<file path="src/rtl/ctrl_seq_pkg.sv">
// Shared definitions for the accumulator-datapath control sequencer:
// opcodes, write-back selects, state encoding and counter sizing.
package ctrl_seq_pkg;

  localparam logic [3:0] OP_SUB    = 4'd0;
  localparam logic [3:0] OP_ADD    = 4'd1;
  localparam logic [3:0] OP_DIV    = 4'd2;
  localparam logic [3:0] OP_MUL    = 4'd3;
  localparam logic [3:0] OP_XOR    = 4'd4;
  localparam logic [3:0] OP_LSH    = 4'd5;
  localparam logic [3:0] OP_RSH    = 4'd6;
  localparam logic [3:0] OP_GETI   = 4'd7;
  localparam logic [3:0] OP_AND    = 4'd8;
  localparam logic [3:0] OP_SET    = 4'd9;
  localparam logic [3:0] OP_GET    = 4'd10;
  localparam logic [3:0] OP_LOA    = 4'd11;
  localparam logic [3:0] OP_STR    = 4'd12;
  localparam logic [3:0] OP_DONE   = 4'd13;
  localparam logic [3:0] OP_LOOKUP = 4'd14;
  localparam logic [3:0] KILL      = 4'b1111;

  localparam logic [1:0] WB_ALU = 2'd0;
  localparam logic [1:0] WB_MEM = 2'd1;
  localparam logic [1:0] WB_LUT = 2'd2;

  typedef enum logic [2:0] {
    ST_IDLE   = 3'd0,
    ST_FETCH  = 3'd1,
    ST_DECODE = 3'd2,
    ST_EXEC   = 3'd3,
    ST_MEM    = 3'd4,
    ST_LUT    = 3'd5,
    ST_WB     = 3'd6,
    ST_HALT   = 3'd7
  } ctrl_state;

  // Wide enough to reach the largest hold count; the extra bit keeps a
  // hold of exactly 2^n representable.
  function automatic int cnt_width(input int a, input int b, input int c);
    int m;
    m = a;
    if (b > m) m = b;
    if (c > m) m = c;
    return $clog2(m) + 1;
  endfunction

endpackage

</file>
<file path="src/rtl/ctrl_seq_cnt.sv">
// Hold counter for EXEC/MEM: clear, load, increment, terminal compare.
module ctrl_cnt #(
  parameter int W = 4
) (
  input  logic         clk,
  input  logic         rst,
  input  logic         clr,
  input  logic         load,
  input  logic [W-1:0] load_val,
  input  logic         inc,
  input  logic [W-1:0] term_val,
  output logic [W-1:0] cnt,
  output logic         term
);

  always_ff @(posedge clk) begin
    if (rst || clr) begin
      cnt <= '0;
    end else if (load) begin
      cnt <= load_val;
    end else if (inc) begin
      cnt <= cnt + 1'b1;
    end
  end

  assign term = (cnt == term_val);

endmodule

</file>
<file path="src/rtl/ctrl_seq.sv">
// Multi-cycle control sequencer for the accumulator datapath.
// Build option: CTRL_ILLEGAL_TRAP_EN turns opcode 15 into a halting trap with Err.
//
// state  | meaning
// IDLE   | after reset, waiting for Start
// FETCH  | latch instruction, advance PC
// DECODE | route on latched opcode
// EXEC   | ALU busy, held for MUL/DIV cycle counts
// MEM    | data-memory read (LOA) or write (STR), held MEM_LAT cycles
// LUT    | lookup-table read
// WB     | one-cycle register-file write
// HALT   | program finished, Done held until Start
module ctrl_seq
  import ctrl_seq_pkg::*;
#(
  parameter int PC_W       = 8,
  parameter int MUL_CYCLES = 2,
  parameter int DIV_CYCLES = 8,
  parameter int MEM_LAT    = 1
) (
  input  logic       Clk,
  input  logic       Reset,
  input  logic       Start,
  input  logic [8:0] Instr,
  output logic       PcClr,
  output logic       PcInc,
  output logic       IrEn,
  output logic [3:0] AluOp,
  output logic       AluEn,
  output logic       RegWrEn,
  output logic [1:0] WbSel,
  output logic       MemRd,
  output logic       MemWr,
  output logic       LutRd,
  output logic       Done,
  output logic       Err,
  output logic [2:0] State
);

  localparam int CW = cnt_width(MUL_CYCLES, DIV_CYCLES, MEM_LAT);
  localparam logic [CW-1:0] ONE      = CW'(1);
  localparam logic [CW-1:0] MUL_HOLD = CW'(MUL_CYCLES);
  localparam logic [CW-1:0] DIV_HOLD = CW'(DIV_CYCLES);
  localparam logic [CW-1:0] MEM_HOLD = CW'(MEM_LAT);

  if (PC_W < 1 || MUL_CYCLES < 1 || DIV_CYCLES < 1 || MEM_LAT < 1) begin : g_param_check
    $error("ctrl_seq: PC_W and all hold counts must be >= 1");
  end

  ctrl_state state, state_nxt;
  logic [3:0]    opcode;
  logic [CW-1:0] cnt, hold;
  logic          cnt_term, cnt_load, cnt_inc, cnt_clr;
  logic          start_go;
  logic          unused_instr_bits;

  assign unused_instr_bits = ^Instr[4:0];
  assign start_go = Start && !Reset && (state == ST_IDLE || state == ST_HALT);

  always_ff @(posedge Clk) begin
    if (Reset) begin
      state  <= ST_IDLE;
      opcode <= '0;
    end else begin
      state <= state_nxt;
      if (state == ST_FETCH) opcode <= Instr[8:5];
    end
  end

`ifdef CTRL_ILLEGAL_TRAP_EN
  logic err_q;
  always_ff @(posedge Clk) begin
    if (Reset || start_go) begin
      err_q <= 1'b0;
    end else if (state == ST_DECODE && opcode == KILL) begin
      err_q <= 1'b1;
    end
  end
  assign Err = err_q;
`else
  assign Err = 1'b0;
`endif

  always_comb begin
    hold = ONE;
    if (state == ST_MEM)        hold = MEM_HOLD;
    else if (opcode == OP_MUL)  hold = MUL_HOLD;
    else if (opcode == OP_DIV)  hold = DIV_HOLD;
  end

  ctrl_cnt #(.W(CW)) u_cnt (
    .clk      (Clk),
    .rst      (Reset),
    .clr      (cnt_clr),
    .load     (cnt_load),
    .load_val (ONE),
    .inc      (cnt_inc),
    .term_val (hold),
    .cnt      (cnt),
    .term     (cnt_term)
  );

  // PcClr is the one Start-dependent output: the PC is zeroed on the same
  // edge that enters FETCH, so the first fetch reads address 0.
  always_comb begin
    state_nxt = state;
    PcClr     = 1'b0;
    PcInc     = 1'b0;
    IrEn      = 1'b0;
    AluOp     = 4'd0;
    AluEn     = 1'b0;
    RegWrEn   = 1'b0;
    WbSel     = WB_ALU;
    MemRd     = 1'b0;
    MemWr     = 1'b0;
    LutRd     = 1'b0;
    Done      = 1'b0;
    cnt_load  = 1'b0;
    cnt_inc   = 1'b0;
    cnt_clr   = 1'b0;
    case (state)
      ST_IDLE, ST_HALT: begin
        Done    = (state == ST_HALT);
        cnt_clr = 1'b1;
        if (start_go) begin
          PcClr     = 1'b1;
          state_nxt = ST_FETCH;
        end
      end
      ST_FETCH: begin
        IrEn      = 1'b1;
        PcInc     = 1'b1;
        cnt_clr   = 1'b1;
        state_nxt = ST_DECODE;
      end
      ST_DECODE: begin
        cnt_load = 1'b1;
        case (opcode)
          OP_DONE:        state_nxt = ST_HALT;
          OP_LOA, OP_STR: state_nxt = ST_MEM;
          OP_LOOKUP:      state_nxt = ST_LUT;
`ifdef CTRL_ILLEGAL_TRAP_EN
          KILL:           state_nxt = ST_HALT;
`else
          KILL:           state_nxt = ST_FETCH;
`endif
          default:        state_nxt = ST_EXEC;
        endcase
      end
      ST_EXEC: begin
        AluEn = 1'b1;
        AluOp = opcode;
        if (cnt_term) state_nxt = ST_WB;
        else          cnt_inc   = 1'b1;
      end
      ST_MEM: begin
        MemRd = (opcode == OP_LOA);
        MemWr = (opcode != OP_LOA);
        if (cnt_term) state_nxt = (opcode == OP_LOA) ? ST_WB : ST_FETCH;
        else          cnt_inc   = 1'b1;
      end
      ST_LUT: begin
        LutRd     = 1'b1;
        cnt_clr   = 1'b1;
        state_nxt = ST_WB;
      end
      ST_WB: begin
        RegWrEn   = 1'b1;
        cnt_clr   = 1'b1;
        state_nxt = ST_FETCH;
        if (opcode == OP_LOA)         WbSel = WB_MEM;
        else if (opcode == OP_LOOKUP) WbSel = WB_LUT;
      end
      default: state_nxt = ST_IDLE;
    endcase
  end

  assign State = state;

endmodule

</file>
<file path="config.mk">
export PLATFORM = sky130hd
export DESIGN_NAME = ctrl_seq
export DESIGN_NICKNAME = d
export VERILOG_FILES = /design/src/rtl/ctrl_seq_pkg.sv /design/src/rtl/ctrl_seq_cnt.sv /design/src/rtl/ctrl_seq.sv
export SDC_FILE = /design/constraint.sdc
export NUM_CORES = 1
export LEC_CHECK = 0
export BUFFER_PORTS_ARGS = -buffer_cell sky130_fd_sc_hd__buf_2
export CAP_MARGIN = 20
export CORE_MARGIN = 3
export CORE_UTILIZATION = 30
export CTS_CLUSTER_SIZE = 16
export DETAILED_ROUTE_END_ITERATION = 10
export HOLD_SLACK_MARGIN = 0.15
export PLACE_DENSITY = 0.62
export SLEW_MARGIN = 5
export SYNTH_ARGS = -nofsm -noshare
export SYNTH_HDL_FRONTEND = slang
export SYNTH_SLANG_ARGS = --single-unit
</file>
<file path="constraint.sdc">
create_clock -name Clk -period 2.2 [get_ports Clk]
set_input_delay 0.22 -clock Clk [delete_from_list [all_inputs] [get_ports Clk]]
set_output_delay 0.22 -clock Clk [all_outputs]
set_load 0.005 [all_outputs]
</file>
; ---- After elaboration in Yosys (flattened, before gate mapping)
; Index checks and enable logic that the tools add are counted.
[word_totals]
in_bits = 12
output_inout_bits = 19
wordCells = 65
register_bits = 11
[classes]
mux = 28
n_eq_ne = 19
add_sub_neg = 1
n_reduce_logical = 13
[op_table]
columns = operator, n
row1 = case mux 3 bit (7 select lines), 1
row2 = "== test 4 bit, second input constant", 5
row3 = two-way mux 4 bit, 4
row4 = two-way mux 1 bit, 15
row5 = "== test 3 bit, second input constant", 4
row6 = two-way mux 3 bit, 4
row7 = case mux 3 bit (4 select lines), 1
row8 = "== test 4 x 2 -> 1 bit, second input constant", 2
row9 = OR reduction 2 bit, 4
row10 = "== test 3 x 2 -> 1 bit, second input constant", 2
row11 = two-way mux 2 bit, 3
row12 = "!= test 2 bit, second input constant", 3
row13 = OR reduction 5 bit, 1
row14 = "adder 4 x 1 -> 4 bit, second input constant", 1
row15 = == test 4 bit, 1
row16 = "!= test 4 bit, second input constant", 1
row17 = "== test 3 x 1 -> 1 bit, second input constant", 1
row18 = logical NOT 3 bit, 1
row19 = AND reduction 3 bit, 1
row20 = logical AND 1 bit, 2
row21 = logical OR 1 bit, 2
row22 = nonzero test 2 bit, 1
row23 = logical NOT 1 bit, 1

; ---- Logic depth before layout (Yosys ltp)
[depth]
word_depth = 9
ltp_mapped = 6
depth_no_buf = 5

; ---- Modules after synthesis
; Synthesis repeated with hierarchy kept, for this count alone.
[hier_totals]
cells_unflattened = 113
hier_area_um2 = 834.6
[modules_own_cells]
columns = module, instances, cells_per_inst, area_each_um2, seq_area_each_um2
row1 = ctrl_seq, 1, 85, 596.8, 140.1
row2 = ctrl_cnt, 1, 28, 237.7, 80.1

; ---- Worst setup path before layout
; OpenSTA, ideal clock, no wires.
[synth_path]
path_type = register to register
startpoint = register state[0], in the netlist State[0]
endpoint = register state[0], in the netlist State[0]
arrival_time_ns = 1.638
setup_slack_ns = 0.431
synth_period_minus_slack_ns = 1.769
path_buffers = 1
required_ns = 2.069
stages_incl_launch_ff = 7
setup_time_ns = 0.131
cell_sequence = dfxtp_1 buf_2 nor3b_4 nor4b_4 mux2_4 a2111oi_2 a211oi_1
[synth_between]
elab_chain_len = 5
elab_cells_between_ends = 18
cone_classes = eq/ne: 11 / mux: 2 / reduce/logical: 5
[synth_lines]
columns = item, line_no
row1 = "start, declared", ctrl_seq.sv:50  ; ctrl_state state, state_nxt;
row2 = "start signal, assigned", ctrl_seq.sv:65  ; state <= state_nxt;
row3 = "== test 3 bit, or another cell as far along", "ctrl_seq.sv:86, ctrl_seq.sv:121"
row4 = two-way mux 4 bit / logical OR 1 bit (equally long branches), "ctrl_seq.sv:86, ctrl_seq.sv:58"
row5 = == test 4 bit / logical AND 1 bit (equally long branches), "ctrl_seq_cnt.sv:26, ctrl_seq.sv:58"
row6 = != test 2 bit (no source line), n/a
row7 = AND reduction 3 bit (no source line), n/a
; Parallel ways exist; a longest one is shown, timed or not.
; A chain may end at the register's enable or synchronous reset.

; ---- Worst setup path after layout
; Same ends and word-level chain as after synthesis.

==> impl_metrics.csv <==
group,metric,value,unit
synth,synth_top_area_share,0.2404,
route,drt.antenna.violating_nets,0,
run_status,outcome,"finished, final reports clean",
layout,final_common_cell,"buf_2",
sta,min_period_over_period,0.8723,
sta,fin_skew,0.003797,ns
placed_design,io_buffer_count,24,
synth,syn_nets,125,
placed_design,place_congestion,0.7859,
min_path,holdCritPathClass,"input pin to register",
synth,syn_inst,112,
critical_path,cp_max_fo,11,
route,dr.pass1.iters,4,
sta,relSlewSlack,0.6230,
clock_tree,cts.path.max_buffers,2,
power,power_switching,0.5234,mW
placed_design,place_inst,160,
global_routing,grt_pass1_vias,750,
clock_tree,clk_pin_slew,0.08,ns
floorplanning,initial_core_util,0.3238,
synth,yosysSeqAreaShare,0.2404,
power,comb_power_share,0.570,
synth,ys.flop_type,"dfxtp_1",
global_routing,grt_overflow,0,
route,first_iter_violations,21,
sta,rsz0062_at_grt,"no",
layout,drive_gt1_frac,0.3083,
clock_tree,clock_sinks,11,
placed_design,dp.final_hpwl,1.602,mm
global_routing,antenna_found_initial,0,
layout,nNetsFinal,147,
global_routing,grtUsageTotal,0.1153,
power,p_int,0.5870,mW
clock_tree,insertion_delay,0.27,ns
layout,fin_cells,164,
sta,final.min_clock_period,1.919,ns
layout,diodes,0,
synth,ys_types,41,
synth,yosysTopAreaCell,"dfxtp_1",
route,wl,2.072,mm
critical_path,cp.arrival,2.07,ns
floorplanning,die-area,3752,um2
floorplanning,core_region_area,2829,um2
power,p_clk_frac,0.125,
sta,worst_pin_slew,0.5634,ns
floorplanning,num_rows,19,
clock_tree,cts_resized,0,
power,netSwitchingFraction,0.4714,
sta,hold_viol,0,
floorplanning,ios,31,
power,p_leak,0.4434,nW
global_routing,grt_max_degree,15,
synth,syn-cell-area,915.9,um2
critical_path,critPathRequiredTime,2.35,ns
clock_tree,post_cts_buffers,0,
clock_tree,cts-buffers-inserted,3,
power,power.share.sequential,0.304,
route,drc,0,
synth,synth_area_leaders,"dfxtp_1 24%, nor2_1 7.8%, mux2i_1 7.7%",
floorplanning,die_w,61.26,um
job,maxCapViolations,0,
synth,synth-seq-cells,11,
sta,max_freq,521.1,MHz
synth,ys_async_sr_fraction,0,
sta,finalSetupViolations,0,
power,power.density,1055,nW/um2
clock_tree,htree_levels,1,
sta,slew_viol_final,0,
power,ir_worst_vdd,272.8,uV
critical_path,endpoint_kind,"register",
critical_path,critPathLaunchType,"register",
sta,tns,0,ns
route,viasPerCell,5.159,
synth,synth_edf_count,0,
clock_tree,cts_root_buffer,"clkbuf_4",
route,wl_per_cell,12.63,um
global_routing,grt_pass1_wl,3.174,mm
layout,final_cell_mix,"24 x buf_2, 19 x nor2_1, 11 x dfxtp_1",
synth,ys_warn_count,0,
clock_tree,hold_buffers,0,
route,vias,846,
layout,area_growth,14.89,%
synth,syn_avg_cell_area,8.177,um2
critical_path,critPathKind,"register to register",
floorplanning,fp.dieH,61.26,um
clock_tree,cts_tree,"yes",
[path summary, 6_finish.rpt]
check	startpoint	to	slack, ns	cells after the start
hold reg to reg	u_cnt.cnt[1]$_SDFFE_PP0P_	u_cnt.cnt[1]$_SDFFE_PP0P_	0.52	2
setup reg to reg	State[0]$_SDFFE_PP0P_	State[0]$_SDFFE_PP0P_	0.28	5
hold / removal	Instr[8]	opcode[3]$_SDFFE_PP0P_	0.18	3
setup / recovery	State[0]$_SDFFE_PP0P_	State[0]$_SDFFE_PP0P_	0.28	5
[metrics by stage]
step	util	area [um2]	worst slack [ns]	power [mW]	hold WS, ns
floorplan	-	915.9	0.4315	0.8239	0.3672
detailed placement	0.3622	1025	0.3000	0.9763	0.4702
CTS	0.3720	1052	0.2827	1.117	0.1816
finish	0.3720	1052	0.2809	1.110	0.1840
global route	0.3720	1052	0.1692	1.208	0.1903
global placement	0.3622	1025	0.3197	0.9617	0.4568
[registers in the layout, summed over array words and instances (netlist names)]
| register | count |
|---|---|
| State | 3 |
| opcode | 4 |
| u_cnt.cnt | 4 |
[power by group through the flow]
stage / clock network, mW / logic, mW / registers (mW)
final: 0.139 / 0.633 / 0.338
after global routing: 0.155 / 0.705 / 0.349
after CTS: 0.144 / 0.635 / 0.338
after detailed placement: 0 / 0.634 / 0.343
after global placement: 0 / 0.623 / 0.339
after floorplan: 0 / 0.527 / 0.296
[synthesized netlist by cell type (2+ instances only)]
cell       n
a211oi_1   4
mux2i_1    7
dfxtp_1   11
nor2_1    19
a31oi_1    2
clkbuf_1   2
nor3_1     5
nand2b_1   2
nand4b_1   2
a21oi_1    5
nand2_1    7
and3b_2    2
inv_1      6
o21ai_0    4
buf_2      2
and2_1     3
buf_4      3
o22ai_1    2
xnor2_1    2
[final cells by class]
class                           instances  area, um2
Fill cell                             300       1777
Multi-Input combinational cell         86      608.1
Sequential cell                        11      220.2
Timing Repair Buffer                   26      135.1
Tap cell                               31      38.79
Clock buffer                            3      22.52
Inverter                                6      22.52
Clock inverter                          1      5.005
[kinds of logic after synthesis]
group,Yosys count,share of synthesized area
AO/OA/AOI/OAI,25,0.2118
XOR/XNOR,2,0.01913
adder cells (fa/ha/maj),1,0.01366
buffers and inverters,15,0.09562
flip-flops,11,0.2404
multiplexers,8,0.09289
other,1,0.004094
AND/OR/NAND/NOR,49,0.3224
[critical path: stages (launching register included)]
cell and delay, ns:
dfxtp_1 0.56, nor3b_4 0.10, nor4b_4 0.32, mux2_4 0.36
a2111oi_2 0.37, a211oi_1 0.09
[metal layers]
layer / track usage / vias to the layer above / wire (um)
met3: 0.04403 / 2 / 80
met5: 0 / - / 0
met2: 0.2069 / 16 / 1050
met4: 0.02786 / 0 / 14
li1: - / 440 / -
met1: 0.1275 / 388 / 926
Power figures use the tool's default switching activity.
